--- config.mk ---
export PLATFORM = sky130hd
export DESIGN_NAME = tt_um_richard28277
export DESIGN_NICKNAME = d
export VERILOG_FILES = /design/src/rtl/tt_um_richard28277.sv
export SDC_FILE = /design/constraint.sdc
export NUM_CORES = 1
export LEC_CHECK = 0
export ABC_AREA = 0
export CORE_MARGIN = 4
export CORE_UTILIZATION = 59
export DETAILED_ROUTE_END_ITERATION = 8
export PLACE_DENSITY_LB_ADDON = 0.12
export SYNTH_ARGS = -nofsm -noshare
export SYNTH_HDL_FRONTEND = slang
export SYNTH_SLANG_ARGS = --single-unit
--- constraint.sdc ---
create_clock -name clk -period 1.4 [get_ports clk]
set_clock_uncertainty 0.2 [all_clocks]
set_input_delay 0.28 -clock clk [delete_from_list [all_inputs] [get_ports clk]]
set_output_delay 0.28 -clock clk [all_outputs]
set_load 0.1 [all_outputs]
--- src/rtl/tt_um_richard28277.sv ---
// tt_um_richard28277 -- registered 4-bit ALU inside the Tiny Tapeout shell.
// Operand a = ui_in[3:0], operand b = ui_in[7:4], opcode = uio_in[3:0].
// One of 16 operations is evaluated combinationally each cycle and the
// 8-bit result plus four status flags are captured when ena is high.
// uio[7:4] carry the flags outward; uio[3:0] stay inputs for the opcode.

module tt_um_richard28277 (
  input  logic [7:0] ui_in,
  output logic [7:0] uo_out,
  input  logic [7:0] uio_in,
  output logic [7:0] uio_out,
  output logic [7:0] uio_oe,
  input  logic       ena,
  input  logic       clk,
  input  logic       rst_n
);

  // Opcode map.
  localparam logic [3:0] OP_ADD    = 4'h0;
  localparam logic [3:0] OP_SUB    = 4'h1;
  localparam logic [3:0] OP_MUL    = 4'h2;
  localparam logic [3:0] OP_DIV    = 4'h3;
  localparam logic [3:0] OP_AND    = 4'h4;
  localparam logic [3:0] OP_OR     = 4'h5;
  localparam logic [3:0] OP_XOR    = 4'h6;
  localparam logic [3:0] OP_NOT    = 4'h7;
  localparam logic [3:0] OP_NAND   = 4'h8;
  localparam logic [3:0] OP_NOR    = 4'h9;
  localparam logic [3:0] OP_XNOR   = 4'hA;
  localparam logic [3:0] OP_SHL    = 4'hB;
  localparam logic [3:0] OP_SHR    = 4'hC;
  localparam logic [3:0] OP_CMP    = 4'hD;
  localparam logic [3:0] OP_MAXMIN = 4'hE;
  localparam logic [3:0] OP_SWAP   = 4'hF;

  // Flag vector layout inside the flag register: {dz, borrow, carry, zero}.
  localparam int FLAG_ZERO   = 0;
  localparam int FLAG_CARRY  = 1;
  localparam int FLAG_BORROW = 2;
  localparam int FLAG_DZ     = 3;

  // Status flags derived from the same operands/opcode as the result.
  // carry looks at the 5-bit sum so it is independent of the 8-bit result.
  function automatic logic [3:0] flags_f(
    input logic [3:0] op,
    input logic [3:0] a,
    input logic [3:0] b,
    input logic [7:0] res
  );
    logic [3:0] f;
    logic [4:0] sum5;
    f    = 4'h0;
    sum5 = {1'b0, a} + {1'b0, b};
    f[FLAG_ZERO]   = (res == 8'h00);
    f[FLAG_CARRY]  = (op == OP_ADD) && (sum5 > 5'd15);
    f[FLAG_BORROW] = (op == OP_SUB) && (a < b);
    f[FLAG_DZ]     = (op == OP_DIV) && (b == 4'h0);
    return f;
  endfunction

  // Field extraction.
  logic [3:0] a_s;
  logic [3:0] b_s;
  logic [3:0] op_s;
  logic [7:0] a8_s;
  logic [7:0] b8_s;

  assign a_s  = ui_in[3:0];
  assign b_s  = ui_in[7:4];
  assign op_s = uio_in[3:0];
  assign a8_s = {4'h0, a_s};
  assign b8_s = {4'h0, b_s};

  // uio_in[7:4] are outputs on the pad side; their input values are ignored.
  logic unused_uio_bits;
  assign unused_uio_bits = &{1'b0, uio_in[7:4]};

  // Divider outputs (only meaningful when b is non-zero).
  logic [7:0] quot_s;
  logic [7:0] rem_s;

  // Combinational divider; guarded so a zero divisor never reaches the operator.
  always_comb begin
    quot_s = 8'h00;
    rem_s  = 8'h00;
    if (b_s != 4'h0) begin
      quot_s = a8_s / b8_s;
      rem_s  = a8_s % b8_s;
    end else begin
      quot_s = 8'h00;
      rem_s  = 8'h00;
    end
  end

  // Next result / flags.
  logic [7:0] result_d;
  logic [3:0] flags_d;

  // Result multiplexer: one operation per opcode, all results mod 256.
  always_comb begin
    result_d = 8'h00;
    case (op_s)
      OP_ADD:  result_d = a8_s + b8_s;
      OP_SUB:  result_d = a8_s - b8_s;
      OP_MUL:  result_d = a8_s * b8_s;
      OP_DIV: begin
        if (b_s == 4'h0) begin
          result_d = {a_s, 4'hF};
        end else begin
          result_d = {rem_s[3:0], quot_s[3:0]};
        end
      end
      OP_AND:  result_d = {4'h0, a_s & b_s};
      OP_OR:   result_d = {4'h0, a_s | b_s};
      OP_XOR:  result_d = {4'h0, a_s ^ b_s};
      OP_NOT:  result_d = {4'h0, ~a_s};
      OP_NAND: result_d = {4'h0, ~(a_s & b_s)};
      OP_NOR:  result_d = {4'h0, ~(a_s | b_s)};
      OP_XNOR: result_d = {4'h0, ~(a_s ^ b_s)};
      OP_SHL:  result_d = a8_s << b_s[1:0];
      OP_SHR:  result_d = {4'h0, a_s >> b_s[1:0]};
      OP_CMP:  result_d = {5'b00000, (a_s > b_s), (a_s == b_s), (a_s < b_s)};
      OP_MAXMIN: begin
        if (a_s >= b_s) begin
          result_d = {a_s, b_s};
        end else begin
          result_d = {b_s, a_s};
        end
      end
      OP_SWAP: result_d = {a_s, b_s};
      default: result_d = 8'h00;
    endcase
  end

  // Flags follow the freshly computed result.
  always_comb begin
    flags_d = 4'h0;
    flags_d = flags_f(op_s, a_s, b_s, result_d);
  end

  // Result and flag registers.
  logic [7:0] result_q;
  logic [3:0] flags_q;

  // Capture result/flags when selected; hold otherwise; async clear on reset.
  always_ff @(posedge clk or negedge rst_n) begin
    if (!rst_n) begin
      result_q <= 8'h00;
      flags_q  <= 4'h0;
    end else if (ena) begin
      result_q <= result_d;
      flags_q  <= flags_d;
    end else begin
      result_q <= result_q;
      flags_q  <= flags_q;
    end
  end

  assign uo_out  = result_q;
  assign uio_out = {flags_q, 4'h0};
  assign uio_oe  = 8'hF0;

endmodule

==> run metrics, run 1 <==
Clock Sinks=12; Cell variety after synth=70; Die Y=87.7 um; top-area cell type share of the netlist area=0.177; Last stage=clock tree synthesis; fraction of registers with async set/reset=1.00; # resized after CTS=121; num rows=28; Clock Tree Buf Depth=2; Post-Synthesis Cell Area=3750 um^2; Area contributors post-synth=ha_1, dfrtp_1, nand2_1, nor2_1, a21oi_1; Post-CTS Setup Repair Bufs=32; H-tree levels=1; outcome=aborted with a tool error; synth warn=0; number of port buffers=26; IO Count=43; Die X-Extent=87.7 um; initial core utilization=0.619; Post-Synthesis Cells=526; Mapped Avg Cell Area=7.13 um^2; register area share after synthesis=0.0801; number of buffers created by CTS=3; Error=[ERROR DPL-0038] Utilization greater than 100%, impossible to legalize; clock root cell=clkbuf_8; DP Wirelength=14900 um; Placed Area=5660 um^2; post-synth top area cell=ha_1; #FFs+latches synth=12; Top FF cell, synth=dfrtp_1; cts hold-fix bufs=0; Placer Congestion=1.10; EDFF count, synth=0
cells in the mapped netlist (7+ instances only):
cell type,count
mux2i_1,8
a21o_1,12
clkbuf_1,19
xor2_1,8
o21ai_0,28
buf_4,12
mux2_2,11
nor2b_1,7
nand2_1,61
ha_1,53
a21oi_1,40
fa_1,7
nand2b_1,7
or3_1,11
nand3_1,13
nor3_1,20
inv_1,26
o21a_1,8
nor2_1,55
dfrtp_1,12
nor4_1,7
o211ai_1,8
xnor2_1,8
a31oi_1,7
cell families after synthesis:
group	after synthesis	synth area share
adder cells (fa/ha/maj)	61	0.217
buffers and inverters	60	0.0724
AO/OA/AOI/OAI	156	0.286
XOR/XNOR	16	0.0374
flip-flops	12	0.0801
other	2	0.00200
AND/OR/NAND/NOR	200	0.251
multiplexers	19	0.0544
metrics by stage:
stage	hold slack, ps	setup WS [ps]	TNS (ps)	util	std cells
after global placement	337	-7880	-65460	0.935	778
after floorplan	-216	-7820	-60100	-	540
after detailed placement	349	-8800	-72360	0.935	778
==> run 2, diff against run 1 <==
--- a/config.mk
+++ b/config.mk
@@ -7,9 +7,9 @@
 export LEC_CHECK = 0
 export ABC_AREA = 0
 export CORE_MARGIN = 4
-export CORE_UTILIZATION = 59
+export CORE_UTILIZATION = 40
 export DETAILED_ROUTE_END_ITERATION = 8
-export PLACE_DENSITY_LB_ADDON = 0.12
+export PLACE_DENSITY_LB_ADDON = 0.15
 export SYNTH_ARGS = -nofsm -noshare
 export SYNTH_HDL_FRONTEND = slang
 export SYNTH_SLANG_ARGS = --single-unit
==> run metrics, run 2 <==
Area contributors post-synth=ha_1, dfrtp_1, nand2_1, nor2_1, a21oi_1; H-tree levels=1 (unchanged); # Max-Cap Violations=0; Total Wirelength=15300 um; #FFs+latches synth=12 (unchanged); EDFF count, synth=0 (unchanged); crit path max fanout=6; Util after Layout=0.705; Clock Sinks=12 (unchanged); Switching Share=0.475; Worst setup EP type=flop; ANT cells=0; f_max=114 MHz; Comb pwr share=0.856; Power Dens Cells=918 nW/um^2; GR Overflow Total=0; Post-Synthesis Cells=526 (unchanged); Top FF cell, synth=dfrtp_1; CP Launch Point=ui_in[4]; fin nets=828; Sequential Power Share=0.080; IO Count=43 (unchanged); crit-path max cell delay=360 ps; largest net degree at the start of global routing=22; DRT iter0 DRCs=398; count of final setup violators=12; Hold Vio Cnt, Final=0; Slew headroom=0.482; vias per std cell=5.74; first-pass GRT wire length=24200 um; arrival time worst endpoint=8750 ps; count leader, synth=nand2_1; Setup crit start kind=primary input; Commonest cells post-synth=nand2_1, nor2_1, ha_1, a21oi_1, o21ai_0; vias in the first global route=4993; Post-Layout Cell Count=859; CTS tree=built; clock root cell=clkbuf_8; max-slew violations=0; Tightest Pin Transition=769 ps; leakage=3.08 nW; Final period util=6.29; initial antenna violation count=1; core area=9200 um^2; commonest non-fill, non-tap cell in the layout=buf_4; commonest non-fill, non-tap cells in the layout=buf_4, nand2_1, nor2_1, ha_1, a21oi_1; fraction of registers with async set/reset=1.00 (unchanged); post-route cell area=6490 um^2; number of buffers created by CTS=3 (unchanged); Req. time, crit path=1340 ps; failing checks=setup timing; share of cells above drive strength 1=0.425; cell with the most instances on the worst path=ha_4; Die ar.=11000 um^2; Setup TNS=-58260 ps; outcome=complete, but fails checks; number of port buffers=26 (unchanged); Mapped Avg Cell Area=7.13 um^2 (unchanged); cts hold-fix bufs=0 (unchanged); DP Wirelength=11700 um (-21%); Cell variety after synth=70 (unchanged); Net Switching=2.83 mW; Placer Congestion=0.942 (-15%); Max VDD drop=0.00108 V; Worst R2R Start=uo_out[4]; Post-Synthesis Cell Area=3750 um^2 (unchanged); Placed Area=5790 um^2 (+2.2%); Placed Cells=823 (+5.8%); GRT Total Usage=0.266; Die Y=105 um (+19%); Clock Tree Buf Depth=2 (unchanged); synth warn=0 (unchanged); post-synth top area cell=ha_1; Multi-input gate area=3700 um^2; initial core utilization=0.408 (-0.211); num rows=35 (+25%); Vias=4932; post-layout min period=8810 ps; Largest register FFs=8; Filler cells=711; routed len/inst=17.8 um; clk_lat worst skew=250 ps; top-area cell type share of the netlist area=0.177 (unchanged); smallest setup slack after layout=-7410 ps; Remaining DRCs=0; RSZ-0062 raised after global routing=yes; storage element area=302 um^2; worst min path class=in -> async; post-route ant nets=0; clk slew on worst S/H paths=50 ps; Area growth syn-to-layout=73.0%; Int Power=3.12 mW; part of the power in the clock network=0.064; crit path kind=in -> reg; register area share after synthesis=0.0801 (unchanged); 1st-pass router iterations=5; Die X-Extent=105 um (+19%); crit path max-delay cell type=mux2_4; hold slack final=143 ps
## run 2: cell counts after synthesis
Identical to the previous run, type by type.
## run 2: critical path, delay by kind of cell
| kind | cells | cell delay, ps |
|---|---|---|
| AND/OR/NAND/NOR | 10 | 1580 |
| AO/OA/AOI/OAI | 21 | 4020 |
| adder cells (fa/ha/maj) | 6 | 1390 |
| multiplexers | 4 | 1230 |
| buffers and inverters | 4 | 240 |
## run 2: power groups by stage
stage	registers (mW)	logic, mW	clock network [mW]
2_1_floorplan	0.870	2.22	0
3_3_place_gp	0.477	4.34	0
3_5_place_dp	0.478	4.40	0
4_1_cts	0.478	4.63	0.388
5_1_grt	0.485	5.42	0.412
6_report	0.478	5.09	0.380
## run 2: per-stage QoR
step	total power [mW]	setup WS, ps
floorplan	3.09	-7820
global placement	4.81	-8000
detailed placement	4.88	-8280
CTS	5.49	-7400
global route	6.32	-7770
finish	5.95	-7410
## run 2: per-layer routing
layer | global-route usage | wire, um | part of all wire | vias up
met3 | 0.0229 | 694 | 0.046 | 40
met1 | 0.324 | 6310 | 0.41 | 2342
met2 | 0.487 | 7740 | 0.51 | 188
met5 | 0 | 13 | 0.00085 | -
met4 | 0.0909 | 497 | 0.033 | 2
li1 | - | - | - | 2360
## run 2: area by class of cell
class,instances,share of cell area
clock buffers,4,0.00849
inverters,27,0.0231
multi-input cells,468,0.570
flip-flops and latches,12,0.0465
well taps,111,0.0214
repair buffers,237,0.330
## run 2: logic make-up (layout without fill, tap and decap cells)
logic type / Yosys count / in the layout / synth area share
AO/OA/AOI/OAI: 156 / 156 / 0.286
XOR/XNOR: 16 / 16 / 0.0374
adder cells (fa/ha/maj): 61 / 61 / 0.217
buffers and inverters: 60 / 268 / 0.0724
flip-flops: 12 / 12 / 0.0801
multiplexers: 19 / 19 / 0.0544
other: 2 / 16 / 0.00200
AND/OR/NAND/NOR: 200 / 200 / 0.251
## run 2: worst paths after layout
path | to | slack (ps) | depth (start not counted)
worst max-delay path | flags_q[0] | -7410 | 45
max in group asynchronous | flags_q[3] | 690 | 2
worst max register to register | uo_out[4] | 270 | 2
worst min-delay path | uo_out[2] | 140 | 2
worst min register to register | flags_q[3] | 360 | 1
min in group clk | flags_q[3] | 360 | 1
## run 2: timing repair
item	CTS	global route
setup endpoints to repair	12	12
resized for setup	93	40
buffers inserted	17	17
hold endpoints to repair	0	0
pin swaps	21	27
No activity file was read; power rests on OpenSTA's default activity.
